===== config.mk =====
export PLATFORM = sky130hd
export DESIGN_NAME = chu_avalon_gcdx
export DESIGN_NICKNAME = d
export VERILOG_FILES = /design/src/rtl/chu_gcd_pkg.sv /design/src/rtl/chu_gcd_core.sv /design/src/rtl/chu_avalon_gcdx.sv
export SDC_FILE = /design/constraint.sdc
export NUM_CORES = 1
export LEC_CHECK = 0
export CAP_MARGIN = 20
export CORE_ASPECT_RATIO = 0.8
export CORE_UTILIZATION = 55
export CTS_CLUSTER_DIAMETER = 40
export CTS_CLUSTER_SIZE = 20
export DETAILED_ROUTE_END_ITERATION = 6
export GPL_ROUTABILITY_DRIVEN = 0
export HOLD_SLACK_MARGIN = 0.02
export PLACE_DENSITY = 0.79
export SYNTH_ARGS = -nofsm -noshare
export SYNTH_HDL_FRONTEND = slang
export SYNTH_HIERARCHICAL = 1
export SYNTH_SLANG_ARGS = --single-unit

===== constraint.sdc =====
create_clock -name clk -period 3.5 [get_ports clk]
set_clock_uncertainty 0.1 [all_clocks]
set_input_delay 0.525 -clock clk [delete_from_list [all_inputs] [get_ports clk]]
set_output_delay 0.525 -clock clk [all_outputs]
set_load 0.02 [all_outputs]

===== src/rtl/chu_gcd_pkg.sv =====
// Shared constants for the Avalon-MM GCD accelerator: register map,
// CTRL/STATUS bit positions and the engine state encoding.
package chu_gcd_pkg;

  typedef logic [2:0] reg_addr_t;

  localparam reg_addr_t ADDR_A      = 3'd0;
  localparam reg_addr_t ADDR_B      = 3'd1;
  localparam reg_addr_t ADDR_CTRL   = 3'd2;
  localparam reg_addr_t ADDR_STATUS = 3'd3;
  localparam reg_addr_t ADDR_RESULT = 3'd4;
  localparam reg_addr_t ADDR_CYCLES = 3'd5;

  localparam int CTRL_START    = 0;
  localparam int CTRL_CLR_DONE = 1;
  localparam int CTRL_IRQ_EN   = 2;
  localparam int CTRL_CLR_ERR  = 3;

  localparam int STAT_READY  = 0;
  localparam int STAT_DONE   = 1;
  localparam int STAT_IRQ_EN = 2;
  localparam int STAT_ERR    = 3;

  localparam logic [0:0] ST_IDLE = 1'b0;
  localparam logic [0:0] ST_OP   = 1'b1;

endpackage


===== src/rtl/chu_gcd_core.sv =====
// Binary (Stein) GCD engine: one reduction rule per OP cycle, common factors
// of two are counted in n and restored by shifting the result on completion.
module chu_gcd_core
  import chu_gcd_pkg::*;
#(
  parameter int W = 32
) (
  input  logic         clk,
  input  logic         reset_n,
  input  logic         start,
  input  logic [W-1:0] a_in,
  input  logic [W-1:0] b_in,
  output logic         ready,
  output logic         done_tick,
  output logic [W-1:0] r
);

  localparam int NW = $clog2(W + 1);

  logic [0:0]    r_state;
  logic [W-1:0]  r_a;
  logic [W-1:0]  r_b;
  logic [NW-1:0] r_n;

  logic [W-1:0]  w_a_nxt;
  logic [W-1:0]  w_b_nxt;
  logic [W-1:0]  w_sel;
  logic [NW-1:0] w_n_nxt;
  logic          w_done;

  always_comb begin
    w_a_nxt = r_a;
    w_b_nxt = r_b;
    w_n_nxt = r_n;
    w_sel   = r_a;
    w_done  = 1'b0;
    if (r_a == '0) begin
      w_done = 1'b1;
      w_sel  = r_b;
    end else if (r_b == '0) begin
      w_done = 1'b1;
    end else if (r_a == r_b) begin
      w_done = 1'b1;
    end else if (!r_a[0] && !r_b[0]) begin
      w_a_nxt = r_a >> 1;
      w_b_nxt = r_b >> 1;
      w_n_nxt = r_n + 1'b1;
    end else if (!r_a[0]) begin
      w_a_nxt = r_a >> 1;
    end else if (!r_b[0]) begin
      w_b_nxt = r_b >> 1;
    end else if (r_a > r_b) begin
      w_a_nxt = r_a - r_b;
    end else begin
      w_b_nxt = r_b - r_a;
    end
  end

  assign ready     = (r_state == ST_IDLE);
  assign done_tick = (r_state == ST_OP) && w_done;
  assign r         = w_sel << r_n;

  always_ff @(posedge clk or negedge reset_n) begin
    if (!reset_n) begin
      r_state <= ST_IDLE;
      r_a     <= '0;
      r_b     <= '0;
      r_n     <= '0;
    end else if (r_state == ST_IDLE) begin
      if (start) begin
        r_a     <= a_in;
        r_b     <= b_in;
        r_n     <= '0;
        r_state <= ST_OP;
      end
    end else if (w_done) begin
      r_state <= ST_IDLE;
    end else begin
      r_a <= w_a_nxt;
      r_b <= w_b_nxt;
      r_n <= w_n_nxt;
    end
  end

endmodule


===== src/rtl/chu_avalon_gcdx.sv =====
// Avalon-MM wrapper around chu_gcd_core: register file, sticky flags,
// OP-cycle counter and level interrupt.
module chu_avalon_gcdx
  import chu_gcd_pkg::*;
#(
  parameter int W  = 32,
  parameter int CW = 16
) (
  input  logic        clk,
  input  logic        reset_n,
  input  logic [2:0]  gcd_address,
  input  logic        gcd_chipselect,
  input  logic        gcd_write,
  input  logic        gcd_read,
  input  logic [31:0] gcd_writedata,
  output logic [31:0] gcd_readdata,
  output logic        gcd_irq
);

  logic [W-1:0]  r_a;
  logic [W-1:0]  r_b;
  logic [W-1:0]  r_result;
  logic [CW-1:0] r_cycles;
  logic          r_done;
  logic          r_err;
  logic          r_irq_en;

  logic          w_we;
  logic          w_wr_ctrl;
  logic          w_start;
  logic          w_ready;
  logic          w_done_tick;
  logic [W-1:0]  w_r;
  logic          w_unused;

  assign w_we      = gcd_chipselect && gcd_write;
  assign w_wr_ctrl = w_we && (gcd_address == ADDR_CTRL);
  assign w_start   = w_wr_ctrl && gcd_writedata[CTRL_START];
  // Read strobe only qualifies the access; data is decoded from the address.
  assign w_unused  = gcd_read ^ (^gcd_writedata);

  chu_gcd_core #(.W(W)) u_core (
    .clk       (clk),
    .reset_n   (reset_n),
    .start     (w_start),
    .a_in      (r_a),
    .b_in      (r_b),
    .ready     (w_ready),
    .done_tick (w_done_tick),
    .r         (w_r)
  );

  always_ff @(posedge clk or negedge reset_n) begin
    if (!reset_n) begin
      r_a      <= '0;
      r_b      <= '0;
      r_result <= '0;
      r_cycles <= '0;
      r_done   <= 1'b0;
      r_err    <= 1'b0;
      r_irq_en <= 1'b0;
    end else begin
      if (w_we && gcd_address == ADDR_A) r_a <= gcd_writedata[W-1:0];
      if (w_we && gcd_address == ADDR_B) r_b <= gcd_writedata[W-1:0];
      if (w_wr_ctrl) r_irq_en <= gcd_writedata[CTRL_IRQ_EN];
      if (w_done_tick) r_result <= w_r;

      if (w_start && w_ready) r_cycles <= '0;
      else if (!w_ready && r_cycles != {CW{1'b1}}) r_cycles <= r_cycles + 1'b1;

      // A completing computation wins over a simultaneous clear-done.
      if (w_start && w_ready) r_done <= 1'b0;
      else if (w_done_tick) r_done <= 1'b1;
      else if (w_wr_ctrl && gcd_writedata[CTRL_CLR_DONE]) r_done <= 1'b0;

      if (w_start && !w_ready) r_err <= 1'b1;
      else if (w_wr_ctrl && gcd_writedata[CTRL_CLR_ERR]) r_err <= 1'b0;
    end
  end

  always_comb begin
    gcd_readdata = '0;
    case (gcd_address)
      ADDR_A:      gcd_readdata = 32'(r_a);
      ADDR_B:      gcd_readdata = 32'(r_b);
      ADDR_STATUS: begin
        gcd_readdata[STAT_READY]  = w_ready;
        gcd_readdata[STAT_DONE]   = r_done;
        gcd_readdata[STAT_IRQ_EN] = r_irq_en;
        gcd_readdata[STAT_ERR]    = r_err;
      end
      ADDR_RESULT: gcd_readdata = 32'(r_result);
      ADDR_CYCLES: gcd_readdata = 32'(r_cycles);
      default:     gcd_readdata = '0;
    endcase
  end

  assign gcd_irq = r_done && r_irq_en;

endmodule


After elaboration in Yosys (flattened, before gate mapping)
Cells that the tools add are included.

Add/sub/neg operators: 4. Order comparisons: 1. Equal/unequal tests: 16. Shift-type cells: 1. Muxes and demuxes: 43. Bitwise operators: 1. Reduce and logical (&&, ||, !) cells: 27.

Operators by type and width (number): 2-to-1 mux 32 bit (21); case mux 28 bit (4 select lines) (1); zero test 32 bit (2); subtractor 32 bit (2); 2-to-1 mux 6 bit (7); equality test 32 bit (1); greater-than comparator 32 bit (1); 2-to-1 mux 16 bit (2); << shifter 32 x 6 -> 32 bit (1); case mux 4 bit (5 select lines) (1); adder 16 x 1 -> 16 bit (second input constant) (1); inequality test 16 bit (second input constant) (1); AND reduction 7 bit (2); logical AND 1 bit (13); inequality test 4 bit (second input constant) (3); AND reduction 6 bit (2); 2-to-1 mux 1 bit (11); inequality test 2 bit (second input constant) (5); adder 6 x 1 -> 6 bit (second input constant) (1); equality test 3 x 2 -> 1 bit (second input constant) (2); equality test 3 bit (second input constant) (2); nonzero test 2 bit (3); AND reduction 5 bit (1); equality test 3 x 1 -> 1 bit (second input constant) (1); 5 further kinds (6).

Register bits after elaboration: 186. Output and inout bits: 33. Word-level logic and storage cells: 106.

Depth between registers and ports, before layout
Word-level depth: 10. Depth in mapped cells: 15. Depth with buffers taken out: 13.

Cells and area by module
Netlist, hierarchy kept.

By module, submodules not included: chu_gcd_core (times used 1, cells an instance 1225, area each 9313.9 µm², seq. area each 1776.7 µm²); chu_avalon_gcdx (times used 1, cells an instance 449, area each 5596.6 µm², seq. area each 2877.8 µm²).

Least setup slack after synthesis
No wires, ideal clock.

Kind: register to register. Start point: register u_core.r_a[0]. End point: register u_core.r_b[27]. Setup time: 124 ps. Arrival: 3075 ps. Setup slack: 201 ps. Stages on the path, launching flop included: 14. Cell sequence: dfrtp_1 inv_1 ha_1 inv_1 fa_1 a211oi_2 o211ai_1 a32oi_1 o311ai_2 a221oi_4 nor2_1 a31o_2 buf_6 o31a_1.

Cells in the longest elaborated chain, start to end: 10.

Ends and longest elaborated chain: start, declared (line chu_gcd_core.sv:21) `logic [W-1:0] r_a;`; start signal, assigned (line chu_gcd_core.sv:71) `r_a <= a_in;`; start signal, assigned (line chu_gcd_core.sv:79) `r_a <= w_a_nxt;`; subtractor 32 bit (line chu_gcd_core.sv:55) `w_b_nxt = r_b - r_a;`; 2-to-1 mux 32 bit (line chu_gcd_core.sv:52) `end else if (r_a > r_b) begin`; 2-to-1 mux 32 bit (line chu_gcd_core.sv:50) `end else if (!r_b[0]) begin`; 2-to-1 mux 32 bit (line chu_gcd_core.sv:48) `end else if (!r_a[0]) begin`; 2-to-1 mux 32 bit (line chu_gcd_core.sv:44) `end else if (!r_a[0] && !r_b[0]) begin`; 2-to-1 mux 32 bit (line chu_gcd_core.sv:42) `end else if (r_a == r_b) begin`; 2-to-1 mux 32 bit (line chu_gcd_core.sv:40) `end else if (r_b == '0) begin`; 2-to-1 mux 32 bit (line chu_gcd_core.sv:37) `if (r_a == '0) begin`; 2-to-1 mux 32 bit (line chu_gcd_core.sv:76) `end else if (w_done) begin`; 2-to-1 mux 32 bit (line chu_gcd_core.sv:69) `end else if (r_state == ST_IDLE) begin`; end signal, assigned (line chu_gcd_core.sv:72) `r_b <= b_in;`; end signal, assigned (line chu_gcd_core.sv:80) `r_b <= w_b_nxt;`; end, declared (line chu_gcd_core.sv:22) `logic [W-1:0] r_b;`.

Several ways; a longest one is shown, not always the timed one. The select of a mux whose other input is x is not followed. A chain may end at the register's enable or synchronous reset.

Worst setup path in the final report
Start point: register u_core.r_a[0]. End point: register u_core.r_b[17].

Same word-level chain as after synthesis.

==> run summary <==
Highest net fanout along the worst path: 7
Period utilization: 105%
Worst slack at placement: -0.182 ns
Detailed placement HPWL: 38,900 um
Post-Syn Area: 14,900 um^2
Inserted Clock Buffers: 17
Xor/xnor share of the synthesized area: 3.29%
Worst slew pin tran: 1.20 ns
Main combinational cell family by area after synthesis: compound AO/OA/AOI/OAI gates
Total Routed Length: 57,000 um
Pin count of the biggest net entering global routing: 105
Worst setup SP type: flip-flop
Full die area: 27,800 um^2
# DRC: 22
# fillers: 1,792
Vias in the first global route: 14.3k
Area growth, synth to finish: 23.7%
Hold Violations, Final: 0
Status: complete, but fails checks
Most frequent CP cell: buf_6
Max Cap Violations: 0
Share of the synthesized area in the top cell type: 31.2%
Compound-cell area share of the yosys netlist: 24.4%
Switching Fraction: 51.2%
Row count: 53
Placed cells: 2,143
Pint: 10.3 mW
I/O Buffers: 71
Initial antenna violation count: 2
Sequential Power Share: 17.5%
CTS HTree Levels: 4
Sequential fraction of the synthesis area: 31.2%
CTS tree: yes
HP Class: flip-flop to flip-flop
Clock network power share: 10.0%
DR pass1 iterations: 7
Post-Synth Adder-Cell Area: 5.89%
Top cells by count, synth: dfrtp_1, a21oi_1, nor2_1, o21ai_0, mux2_2
Max-slew violations: 0
Final setup vio count: 61
GRT Total Usage: 38.8%
Vias: 15.9k
Wire per inst: 25.7 um
Initial detailed-routing violation count: 3,209
First-pass GRT wire length: 81,600 um
Worst-path cell with the longest stage delay: dfrtp_1
Comb pwr share: 72.5%
GR Overflow Total: 0
EDFF count, synth: 0
Mux contribution to synthesized area: 16.5%
Reg clk slew, reported paths: 0.07 ns
Async SR Flop Fraction: 100%
Final setup margin: -0.175 ns
Peak Freq: 0.272 GHz
Yosys cell types: 83
Clock Sinks: 186
Core area: 26,500 um^2
Remaining antenna violation count after routing: 0
Rel. slew slack: 19.8%
Simple-Gate Fraction of Synth Area: 12.7%
Syn Inst Count: 1,674
Violated checks: DRC, setup timing
RSZ-0062 raised after global routing: true
CP Capture Type: flip-flop
Max stage delay on crit path: 0.41 ns
Pwr dens: 1140 nW/um^2
Syn Nets: 1,783
Mapped Avg Cell Area: 8.91 um^2
Design Area, Final: 18,400 um^2
Ys flop type: dfrtp_1
VDD IR max: 0.675 mV
Net Sw Power: 10.8 mW
I/O Pins: 73
Initial Utilization: 56.4%
Maximum clock path buffer count: 2
Net count, final: 1,959
DP Area: 16,900 um^2
Clk_lat worst skew: 0.47 ns
Arr. time, crit path: 3.94 ns
Layout cells sized above 1: 24.6%
Area contributors post-synth: dfrtp_1, mux2_2, mux2i_1
Critical path class: flip-flop to flip-flop
Most frequent cell after synthesis: dfrtp_1
Crit-path cells: inv_2, ha_4, inv_2, fa_2, a211oi_4, o211ai_1, a32oi_2, o311ai_4, a221oi_4, buf_6, buf_6, nor2_4, a31oi_4, buf_6, clkbuf_16, o21ai_1, o22ai_1
DR vias/cell: 7.15
Die X: 186 um
Layout Cells excl Fill: 2,221
CTS root buf: clkbuf_16
Synthesized flop and latch total: 186
Tmin final: 3.67 ns
Die Y: 149 um
Static leakage: 8.06 nW
Synth Warn #: 6
Cell taking the most area after synthesis: dfrtp_1
CP required: 3.76 ns
critical path: cells and delay by family, from the launching register on:
kind,cells,cell delay [ns]
AND/OR/NAND/NOR,1,0.05
adder cells (fa/ha/maj),2,0.52
flip-flops,1,0.41
AO/OA/AOI/OAI,8,1.80
buffers and inverters,6,0.67
through the flow:
step	util [%]	power, mW	hold WS [ns]	setup TNS [ns]
floorplan	-	11.8	0.129	0
global placement	63.8	16.3	0.391	-0.462
detailed placement	63.8	16.5	0.399	-4.34
CTS	67.3	19.2	0.416	-0.307
global route	69.7	21.8	0.435	-5.51
finish	69.7	21.1	0.415	-4.99
power by group through the flow:
stage	clock network (mW)	logic, mW	registers (mW)
2_1_floorplan	0	8.48	3.29
3_3_place_gp	0	12.7	3.58
3_5_place_dp	0	12.9	3.61
4_1_cts	2.09	13.5	3.59
5_1_grt	2.18	15.9	3.72
6_report	2.10	15.3	3.69
layout make-up:
type	count	area, um^2	share of cell area (%)
Sequential cell	186	4660	25.3
Timing Repair Buffer	274	2600	14.1
Clock buffer	18	429	2.33
Multi-Input combinational cell	1280	9780	53.0
Tap cell	357	447	2.42
Clock inverter	14	181	0.984
Antenna cell	1	2.50	0.0136
Inverter	91	342	1.85
worst paths after layout:
check	start	end	slack [ns]	cells after the start
setup / recovery	u_core/r_a[0]	u_core/r_b[17]	-0.17	17
hold / removal	r_result[21]	r_result[21]	0.41	1
setup reg to reg	u_core/r_a[0]	u_core/r_b[17]	-0.17	17
hold reg to reg	r_result[21]	r_result[21]	0.41	1
max in group asynchronous	reset_n	u_core/r_b[0]	1.93	3
min in group asynchronous	reset_n	r_cycles[7]	0.55	2
cell families after synthesis:
logic type / after synthesis
and+or+nand+nor: 379
adders and majority gates: 69
AOI/OAI and AO/OA: 560
buffers and inverters: 209
muxes: 215
xor gates and xnor gates: 56
DFF: 186
layout by cell type, fill, tap and decap left out, types with 23 or more instances in the layout:
master,n
clkdlybuf4s50_1,69
o21ai_1,35
mux2i_1,98
o211ai_1,27
buf_4,168
nor2b_1,24
nand2_1,81
a21oi_1,165
o21ai_0,74
dfrtp_1,183
inv_1,83
xnor2_1,37
mux2_2,101
ha_1,59
a21o_1,36
nor2_1,115
clkbuf_16,23
flip-flops by register name, indices dropped and copies added, names as in the netlist:
| signal | flops |
|---|---|
| r_b | 32 |
| u_core/r_n | 6 |
| u_core/r_a | 32 |
| r_done | 1 |
| r_irq_en | 1 |
| r_cycles | 16 |
| r_a | 32 |
| u_core/r_b | 32 |
| r_err | 1 |
| u_core/r_state | 1 |
| r_result | 32 |
layer usage:
layer / global-route usage (%) / up-vias / share of wire [%]
met4: 14.6 / 4 / 5.6
met1: 52.6 / 7492 / 37
met3: 13.8 / 372 / 16
met5: 2.18 / - / 0.14
met2: 56.2 / 1449 / 41
li1: - / 6563 / -
repair_timing:
action	in CTS	in global routing
resized for setup	49	86
hold endpoints to repair	8	0
setup buffers	12	22
pin swaps	17	48
gates cloned	3	7
endpoints found under the setup margin	62	70
hold buffers	1	0
Power figures use the tool's default switching activity.
